**config.mk**
```make
export PLATFORM = sky130hd
export DESIGN_NAME = ysyx_24100005_lsu_flat
export DESIGN_NICKNAME = d
export VERILOG_FILES = /design/src/rtl/ysyx_24100005_lsu_pkg.sv /design/src/rtl/ysyx_24100005_lsu_if.sv /design/src/rtl/ysyx_24100005_lsu_align.sv /design/src/rtl/ysyx_24100005_lsu.sv /design/src/flat_wrapper.sv
export SDC_FILE = /design/constraint.sdc
export NUM_CORES = 1
export LEC_CHECK = 0
export BUFFER_PORTS_ARGS = -buffer_cell sky130_fd_sc_hd__buf_2
export CAP_MARGIN = 20
export CORE_MARGIN = 3
export CORE_UTILIZATION = 55
export CTS_BUF_LIST = sky130_fd_sc_hd__clkbuf_16
export DETAILED_ROUTE_END_ITERATION = 10
export MAX_ROUTING_LAYER = met4
export PLACE_DENSITY_LB_ADDON = 0.15
export SLEW_MARGIN = 10
export SYNTH_ARGS = -nofsm -noshare
export SYNTH_HDL_FRONTEND = slang
export SYNTH_SLANG_ARGS = --single-unit
```
**constraint.sdc**
```tcl
create_clock -name clk -period 4 [get_ports clk]
set_input_delay 0.2 -clock clk [delete_from_list [all_inputs] [get_ports clk]]
set_output_delay 0.2 -clock clk [all_outputs]
set_load 0.005 [all_outputs]
```
**src/rtl/ysyx_24100005_lsu_pkg.sv**
```systemverilog
// Shared types, funct3 encodings and size helper for the multi-cycle load/store unit.
package ysyx_24100005_lsu_pkg;

    typedef enum logic [1:0] {
        S_IDLE,
        S_REQ,
        S_WAIT,
        S_RESP
    } lsu_state_e;

    localparam logic [2:0] F3_LB  = 3'b000;
    localparam logic [2:0] F3_LH  = 3'b001;
    localparam logic [2:0] F3_LW  = 3'b010;
    localparam logic [2:0] F3_LD  = 3'b011;
    localparam logic [2:0] F3_LBU = 3'b100;
    localparam logic [2:0] F3_LHU = 3'b101;
    localparam logic [2:0] F3_LWU = 3'b110;

    // Access size in bytes; the low two funct3 bits encode log2(size) for loads and stores alike.
    function automatic logic [3:0] size_bytes(input logic [2:0] funct3);
        case (funct3[1:0])
            2'b00:   size_bytes = 4'd1;
            2'b01:   size_bytes = 4'd2;
            2'b10:   size_bytes = 4'd4;
            default: size_bytes = 4'd8;
        endcase
    endfunction

endpackage

```
**src/rtl/ysyx_24100005_lsu_if.sv**
```systemverilog
// Handshake bundles of the LSU: the EXU-facing request/response side and the data-memory bus side.
interface ysyx_24100005_lsu_if #(
    parameter int XLEN = 32
) ();
    logic            req_valid;
    logic            req_ready;
    logic            req_store;
    logic [2:0]      req_funct3;
    logic [XLEN-1:0] req_addr;
    logic [XLEN-1:0] req_wdata;
    logic            rsp_valid;
    logic            rsp_ready;
    logic [XLEN-1:0] rsp_rdata;
    logic            rsp_err;

    modport master (
        output req_valid, req_store, req_funct3, req_addr, req_wdata, rsp_ready,
        input  req_ready, rsp_valid, rsp_rdata, rsp_err
    );

    modport slave (
        input  req_valid, req_store, req_funct3, req_addr, req_wdata, rsp_ready,
        output req_ready, rsp_valid, rsp_rdata, rsp_err
    );
endinterface

interface ysyx_24100005_lsu_mem_if #(
    parameter int XLEN = 32
) ();
    logic              mem_req_valid;
    logic              mem_req_ready;
    logic              mem_we;
    logic [XLEN-1:0]   mem_addr;
    logic [XLEN-1:0]   mem_wdata;
    logic [XLEN/8-1:0] mem_wmask;
    logic              mem_rsp_valid;
    logic              mem_rsp_ready;
    logic [XLEN-1:0]   mem_rdata;

    modport master (
        output mem_req_valid, mem_we, mem_addr, mem_wdata, mem_wmask, mem_rsp_ready,
        input  mem_req_ready, mem_rsp_valid, mem_rdata
    );

    modport slave (
        input  mem_req_valid, mem_we, mem_addr, mem_wdata, mem_wmask, mem_rsp_ready,
        output mem_req_ready, mem_rsp_valid, mem_rdata
    );
endinterface

```
**src/rtl/ysyx_24100005_lsu_align.sv**
```systemverilog
// Byte-lane steering: store mask/data placement and load field extraction with sign/zero extension.
module ysyx_24100005_lsu_align
    import ysyx_24100005_lsu_pkg::*;
#(
    parameter int XLEN = 32
) (
    input  logic [2:0]                 funct3,
    input  logic [$clog2(XLEN/8)-1:0]  offset,
    input  logic [XLEN-1:0]            st_data,
    input  logic [XLEN-1:0]            ld_data,
    output logic [XLEN/8-1:0]          wmask,
    output logic [XLEN-1:0]            wdata,
    output logic [XLEN-1:0]            rdata
);
    localparam int NB = XLEN / 8;

    logic [NB-1:0]   base_mask;
    logic [XLEN-1:0] shifted;

    always_comb begin
        base_mask = '0;
        for (int i = 0; i < NB; i++) begin
            base_mask[i] = (i < int'(size_bytes(funct3)));
        end
        wmask   = base_mask << offset;
        wdata   = st_data << {offset, 3'b000};
        shifted = ld_data >> {offset, 3'b000};

        // Signed casts to the full width give the sign extension for b/h/w.
        case (funct3)
            F3_LB:   rdata = XLEN'($signed(shifted[7:0]));
            F3_LH:   rdata = XLEN'($signed(shifted[15:0]));
            F3_LW:   rdata = XLEN'($signed(shifted[31:0]));
            F3_LBU:  rdata = XLEN'(shifted[7:0]);
            F3_LHU:  rdata = XLEN'(shifted[15:0]);
            F3_LWU:  rdata = XLEN'(shifted[31:0]);
            F3_LD:   rdata = shifted;
            default: rdata = '0;
        endcase
    end

endmodule

```
**src/rtl/ysyx_24100005_lsu.sv**
```systemverilog
// Multi-cycle load/store engine: accepts one EXU request, runs one bus transaction, returns an extended result.
module ysyx_24100005_lsu
    import ysyx_24100005_lsu_pkg::*;
#(
    parameter int XLEN    = 32,
    parameter int TIMEOUT = 255
) (
    input logic                    clk,
    input logic                    rst,
    ysyx_24100005_lsu_if.slave     core,
    ysyx_24100005_lsu_mem_if.master mem
);
    localparam int NB   = XLEN / 8;
    localparam int OFFW = $clog2(NB);
    localparam int CW   = $clog2(TIMEOUT + 1);

    lsu_state_e      state;
    logic            lat_store;
    logic [2:0]      lat_funct3;
    logic [XLEN-1:0] lat_addr;
    logic [XLEN-1:0] lat_wdata;
    logic [CW-1:0]   wait_cnt;

    logic            req_ready_q;
    logic            mem_req_valid_q;
    logic            mem_we_q;
    logic            mem_rsp_ready_q;
    logic            rsp_valid_q;
    logic            rsp_err_q;
    logic [XLEN-1:0] rsp_rdata_q;

    logic [NB-1:0]   al_wmask;
    logic [XLEN-1:0] al_wdata;
    logic [XLEN-1:0] al_rdata;
    logic            req_illegal;
    logic            req_misaligned;

    always_comb begin
        req_illegal = (core.req_funct3 == 3'b111)
                   || (core.req_store && core.req_funct3[2])
                   || ((XLEN == 32) && (core.req_funct3 == F3_LD || core.req_funct3 == F3_LWU));
        case (core.req_funct3[1:0])
            2'b01:   req_misaligned = core.req_addr[0];
            2'b10:   req_misaligned = |core.req_addr[1:0];
            2'b11:   req_misaligned = |core.req_addr[2:0];
            default: req_misaligned = 1'b0;
        endcase
    end

    ysyx_24100005_lsu_align #(.XLEN(XLEN)) u_align (
        .funct3  (lat_funct3),
        .offset  (lat_addr[OFFW-1:0]),
        .st_data (lat_wdata),
        .ld_data (mem.mem_rdata),
        .wmask   (al_wmask),
        .wdata   (al_wdata),
        .rdata   (al_rdata)
    );

    always_ff @(posedge clk or negedge rst) begin
        if (!rst) begin
            state           <= S_IDLE;
            lat_store       <= 1'b0;
            lat_funct3      <= 3'b000;
            lat_addr        <= '0;
            lat_wdata       <= '0;
            wait_cnt        <= '0;
            req_ready_q     <= 1'b1;
            mem_req_valid_q <= 1'b0;
            mem_we_q        <= 1'b0;
            mem_rsp_ready_q <= 1'b0;
            rsp_valid_q     <= 1'b0;
            rsp_err_q       <= 1'b0;
            rsp_rdata_q     <= '0;
        end else begin
            case (state)
                S_IDLE: begin
                    if (core.req_valid) begin
                        lat_store   <= core.req_store;
                        lat_funct3  <= core.req_funct3;
                        lat_addr    <= core.req_addr;
                        lat_wdata   <= core.req_wdata;
                        req_ready_q <= 1'b0;
                        // Bad requests never touch the bus.
                        if (req_illegal || req_misaligned) begin
                            state       <= S_RESP;
                            rsp_valid_q <= 1'b1;
                            rsp_err_q   <= 1'b1;
                            rsp_rdata_q <= '0;
                        end else begin
                            state           <= S_REQ;
                            mem_req_valid_q <= 1'b1;
                            mem_we_q        <= core.req_store;
                        end
                    end
                end
                S_REQ: begin
                    if (mem.mem_req_ready) begin
                        state           <= S_WAIT;
                        mem_req_valid_q <= 1'b0;
                        mem_we_q        <= 1'b0;
                        mem_rsp_ready_q <= 1'b1;
                        wait_cnt        <= '0;
                    end
                end
                S_WAIT: begin
                    if (mem.mem_rsp_valid) begin
                        state           <= S_RESP;
                        mem_rsp_ready_q <= 1'b0;
                        rsp_valid_q     <= 1'b1;
                        rsp_err_q       <= 1'b0;
                        rsp_rdata_q     <= lat_store ? '0 : al_rdata;
                    end else if (wait_cnt == CW'(TIMEOUT - 1)) begin
                        state           <= S_RESP;
                        mem_rsp_ready_q <= 1'b0;
                        rsp_valid_q     <= 1'b1;
                        rsp_err_q       <= 1'b1;
                        rsp_rdata_q     <= '0;
                    end else begin
                        wait_cnt <= wait_cnt + 1'b1;
                    end
                end
                S_RESP: begin
                    if (core.rsp_ready) begin
                        state       <= S_IDLE;
                        rsp_valid_q <= 1'b0;
                        rsp_err_q   <= 1'b0;
                        rsp_rdata_q <= '0;
                        req_ready_q <= 1'b1;
                    end
                end
                default: state <= S_IDLE;
            endcase
        end
    end

    // Bus payload is decoded from the latched request and forced to zero outside REQ.
    assign mem.mem_req_valid = mem_req_valid_q;
    assign mem.mem_we        = mem_we_q;
    assign mem.mem_addr      = mem_req_valid_q ? (lat_addr & ~XLEN'(NB - 1)) : '0;
    assign mem.mem_wdata     = (mem_req_valid_q && mem_we_q) ? al_wdata : '0;
    assign mem.mem_wmask     = (mem_req_valid_q && mem_we_q) ? al_wmask : '0;
    assign mem.mem_rsp_ready = mem_rsp_ready_q;

    assign core.req_ready = req_ready_q;
    assign core.rsp_valid = rsp_valid_q;
    assign core.rsp_err   = rsp_err_q;
    assign core.rsp_rdata = rsp_rdata_q;

endmodule

```
**src/flat_wrapper.sv**
```systemverilog
// flat-port wrapper written by rule: the top's interface ports become plain ports
module ysyx_24100005_lsu_flat import ysyx_24100005_lsu_pkg::*;
#(
    parameter int XLEN    = 32,
    parameter int TIMEOUT = 255
)
  (clk, rst, core_req_valid, core_req_store, core_req_funct3, core_req_addr, core_req_wdata, core_rsp_ready, core_req_ready, core_rsp_valid, core_rsp_rdata, core_rsp_err, mem_mem_req_valid, mem_mem_we, mem_mem_addr, mem_mem_wdata, mem_mem_wmask, mem_mem_rsp_ready, mem_mem_req_ready, mem_mem_rsp_valid, mem_mem_rdata);
  ysyx_24100005_lsu_if #(.XLEN(XLEN)) core_i ();
  ysyx_24100005_lsu_mem_if #(.XLEN(XLEN)) mem_i ();
  input logic clk;
  input logic rst;
  input wire logic [$bits(core_i.req_valid)-1:0] core_req_valid;
  input wire logic [$bits(core_i.req_store)-1:0] core_req_store;
  input wire logic [$bits(core_i.req_funct3)-1:0] core_req_funct3;
  input wire logic [$bits(core_i.req_addr)-1:0] core_req_addr;
  input wire logic [$bits(core_i.req_wdata)-1:0] core_req_wdata;
  input wire logic [$bits(core_i.rsp_ready)-1:0] core_rsp_ready;
  output wire logic [$bits(core_i.req_ready)-1:0] core_req_ready;
  output wire logic [$bits(core_i.rsp_valid)-1:0] core_rsp_valid;
  output wire logic [$bits(core_i.rsp_rdata)-1:0] core_rsp_rdata;
  output wire logic [$bits(core_i.rsp_err)-1:0] core_rsp_err;
  output wire logic [$bits(mem_i.mem_req_valid)-1:0] mem_mem_req_valid;
  output wire logic [$bits(mem_i.mem_we)-1:0] mem_mem_we;
  output wire logic [$bits(mem_i.mem_addr)-1:0] mem_mem_addr;
  output wire logic [$bits(mem_i.mem_wdata)-1:0] mem_mem_wdata;
  output wire logic [$bits(mem_i.mem_wmask)-1:0] mem_mem_wmask;
  output wire logic [$bits(mem_i.mem_rsp_ready)-1:0] mem_mem_rsp_ready;
  input wire logic [$bits(mem_i.mem_req_ready)-1:0] mem_mem_req_ready;
  input wire logic [$bits(mem_i.mem_rsp_valid)-1:0] mem_mem_rsp_valid;
  input wire logic [$bits(mem_i.mem_rdata)-1:0] mem_mem_rdata;
  assign core_i.req_valid = core_req_valid;
  assign core_i.req_store = core_req_store;
  assign core_i.req_funct3 = core_req_funct3;
  assign core_i.req_addr = core_req_addr;
  assign core_i.req_wdata = core_req_wdata;
  assign core_i.rsp_ready = core_rsp_ready;
  assign core_req_ready = core_i.req_ready;
  assign core_rsp_valid = core_i.rsp_valid;
  assign core_rsp_rdata = core_i.rsp_rdata;
  assign core_rsp_err = core_i.rsp_err;
  assign mem_mem_req_valid = mem_i.mem_req_valid;
  assign mem_mem_we = mem_i.mem_we;
  assign mem_mem_addr = mem_i.mem_addr;
  assign mem_mem_wdata = mem_i.mem_wdata;
  assign mem_mem_wmask = mem_i.mem_wmask;
  assign mem_mem_rsp_ready = mem_i.mem_rsp_ready;
  assign mem_i.mem_req_ready = mem_mem_req_ready;
  assign mem_i.mem_rsp_valid = mem_mem_rsp_valid;
  assign mem_i.mem_rdata = mem_mem_rdata;
  ysyx_24100005_lsu #(.XLEN(XLEN), .TIMEOUT(TIMEOUT)) u_core (.clk(clk), .rst(rst), .core(core_i), .mem(mem_i));
endmodule
```
==> flow_metrics.py <==
metrics = {
    "logic_synthesis": {
        "syn_area_mm2": 0.00619,
        "yosysUniqueCellTypes": 54,
        "synth_area_leader_cell": "dfrtp_1",
        "synth.avg_cell_area_um2": 10.7,
        "synth-warning-count": 0,
        "yosysTopAreaCellShare_pct": 46.5,
        "synth_commonest_cells": "dfrtp_1 (115), mux2_2 (69), and2_1 (39)",
        "synthCells": 578,
        "async_flop_share_pct": 100,
        "synth.most_common_cell": "dfrtp_1",
        "seq_area_frac_synth_pct": 46.9,
        "synth_top_flop_cell": "dfrtp_1",
        "yosys-top-cells-area": "dfrtp_1 (46%), mux2_2 (13%), mux2i_1 (5.7%), and2_1 (3.9%), a211oi_1 (3.0%)",
        "synth_edf_count": 0,
        "ys_seq_elements": 116,
    },
    "grt": {
        "grt_max_degree": 70,
        "first_global_vias": 5372,
        "grt_overflow_total": 0,
        "antenna_found_initial": 0,
        "grt_pass1_wl_um": 26600,
        "track_usage_pct": 27.3,
    },
    "clock_network": {
        "cts.sinks": 116,
        "clk_pin_slew_ns": 0.06,
        "tritoncts": "built",
        "worstSkewPairLatency_ns": 0.41,
        "htree_levels": 4,
        "clk_path_buf_depth": 2,
        "cts-root-buf": "clkbuf_16",
        "cts_setup_buffers": 0,
        "cts_made_buffers": 17,
    },
    "worst_setup_path": {
        "critPathKind": "reg2out",
        "crit_arrival_ns": 3.20,
        "timing.critical_path.buf_inv": 1,
        "crit_path_top_delay_cell": "dfrtp_1",
        "start_kind": "flip-flop",
        "path_max_fanout": 33,
        "cp-end-kind": "primary output",
        "crit_family": "simple AND/OR/NAND/NOR gates",
        "cp.required_ns": 3.80,
        "cp_cell_sequence": "nand2_1 -> or2_2 -> nor2_1 -> and2_1 -> buf_2",
        "cpPeakStageDelay_ns": 0.88,
    },
    "place": {
        "dpl.hpwl_um": 11600,
        "io_buffer_count": 209,
        "place.gp.congestion": 0.916,
    },
    "timing": {
        "slew_headroom_pct": 40.7,
        "post-route-period-util_pct": 85.0,
        "fin_crit_ns": 3.40,
        "rsz0062_at_grt": "false",
        "max_freq_mhz": 294,
        "clock_skew_ns": 0.00579,
        "slew_violations": 0,
        "finalSetupViolations": 0,
        "hold_viol": 0,
        "worst_pin_slew_ns": 0.889,
        "tns_ns": 0,
    },
    "finish": {
        "drive_gt1_share_pct": 41.5,
        "final_util_pct": 72.5,
        "nFillCells": 837,
        "area.growth.synth_to_final_pct": 28.1,
        "antenna_cells": 0,
        "nets": 888,
    },
    "route": {
        "wl_per_cell_um": 17.6,
        "num_vias": 5281,
        "drc": 0,
        "drt-total-wl_um": 16400,
        "drt_iter0_drc": 546,
        "viasPerCell": 5.69,
        "first_pass_iters": 5,
        "antenna_left": 0,
    },
    "job": {
        "cap_violations": 0,
    },
    "run_status": {
        "status": "completed",
    },
    "die": {
        "start_util_pct": 56.6,
        "die_w_um": 112,
        "row_count": 38,
        "die_area_mm2": 0.0126,
        "die_y_um": 112,
        "num_io_pins": 212,
        "core-area_mm2": 0.0109,
    },
    "power_and_ir_drop": {
        "p_leak_nw": 4.00,
        "vdd_drop_max_v": 0.000464,
        "p_per_area_mw_per_mm2": 796,
    },
    "worst_hold_path": {
        "hp-class": "in2reg",
    },
}
==> layout by cell type (no fill, tap or decap), drive strengths merged, types with 19 or more instances in the layout <==
cell      n
dfrtp   115
buf     216
mux2     69
nor2     39
a21oi    28
and2     40
nor2b    19
a211oi   25
mux2i    35
nand2    28
o21ai    39
==> final timing paths <==
| check | startpoint | end | slack (ns) | depth (start not counted) |
|---|---|---|---|---|
| setup reg to reg | u_core.state[0] | u_core.core.rsp_rdata[1] | 1.25 | 8 |
| hold reg to reg | u_core.core.rsp_rdata[2] | u_core.core.rsp_rdata[2] | 0.47 | 1 |
| setup / recovery | u_core.mem.mem_req_valid | mem_mem_wdata[4] | 0.60 | 5 |
| hold / removal | core_req_addr[16] | u_core.lat_addr[16] | 0.02 | 2 |
| max in group asynchronous | rst | u_core.lat_addr[11] | 2.72 | 3 |
| min in group asynchronous | rst | u_core.lat_wdata[1] | 0.35 | 2 |
==> power breakdown <==
group / total [mW] / leakage [nW] / internal [mW] / switching, mW
Combinational: 2.56 / 2.24 / 1.27 / 1.29
Sequential: 2.15 / 1.45 / 1.65 / 0.497
Clock: 1.60 / 0.315 / 1.09 / 0.514
Total: 6.31 / 4.00 / 4.01 / 2.30
==> state kept, by name, summed over array words and instances, names as in the netlist <==
register / cells
u_core.wait_cnt: 8
u_core.mem.mem_req_valid: 1
u_core.mem.mem_rsp_ready: 1
u_core.mem.mem_we: 1
u_core.lat_addr: 32
u_core.core.req_ready: 1
u_core.core.rsp_err: 1
u_core.lat_store: 1
u_core.lat_wdata: 32
u_core.core.rsp_rdata: 32
u_core.lat_funct3: 3
u_core.state: 2
u_core.core.rsp_valid: 1
==> per-layer routing <==
layer / share of wire (%) / vias up / GRT usage [%] / routed length [µm]
met1: 42 / 2553 / 34.8 / 6960
met4: 1.0 / 0 / 7.13 / 169
li1: - / 2471 / - / -
met5: 0 / - / - / 0
met2: 49 / 238 / 43.5 / 8010
met3: 7.6 / 19 / 7.65 / 1240
==> what timing repair did <==
item / CTS / global route
hold buffers: 1 / 0
hold endpoints to repair: 44 / 0
gates resized for setup: 0 / 0
==> worst register-to-register path, stage by stage, from the launching register on <==
cell and delay (ns):
dfrtp_1 0.38, inv_1 0.10, ha_1 0.32, and2b_1 0.27, o21ai_4 0.13, nand3_2 0.51, buf_4 0.43, a2111oi_0 0.41
a21o_1 0.14
==> cells by family (layout without fill, tap and decap cells) <==
logic type,after synthesis,count (layout),share of synthesized area (%)
and+or+nand+nor,157,157,13.6
AOI/OAI and AO/OA,141,141,15.6
DFF,116,116,46.9
muxes,105,105,18.6
buffers and inverters,49,258,3.54
adders and majority gates,7,7,1.41
xor gates and xnor gates,2,2,0.283
other,1,2,0.0606
==> area by class of cell <==
| class | count | area [µm²] | share of cell area [%] |
|---|---|---|---|
| Multi-Input combinational cell | 414 | 3070 | 38.8 |
| Clock inverter | 15 | 199 | 2.51 |
| Clock buffer | 17 | 425 | 5.37 |
| Tap cell | 140 | 175 | 2.21 |
| Inverter | 9 | 33.8 | 0.426 |
| Sequential cell | 116 | 2910 | 36.7 |
| Timing Repair Buffer | 217 | 1110 | 14.1 |
==> per-stage QoR <==
stage               hold WS, ns  total power, mW  setup WS (ns)  area (µm²)  cells
detailed placement        0.257             4.69           1.02        7280    894
finish                   0.0211             6.31          0.600        7930    928
CTS                     0.00279             6.33          0.561        7920    927
global route            0.00550             6.75          0.298        7930    928
floorplan               -0.0956             3.83           1.99        6190    579
global placement          0.244             4.58           1.17        7280    894
No activity file was read; power rests on OpenSTA's default activity.
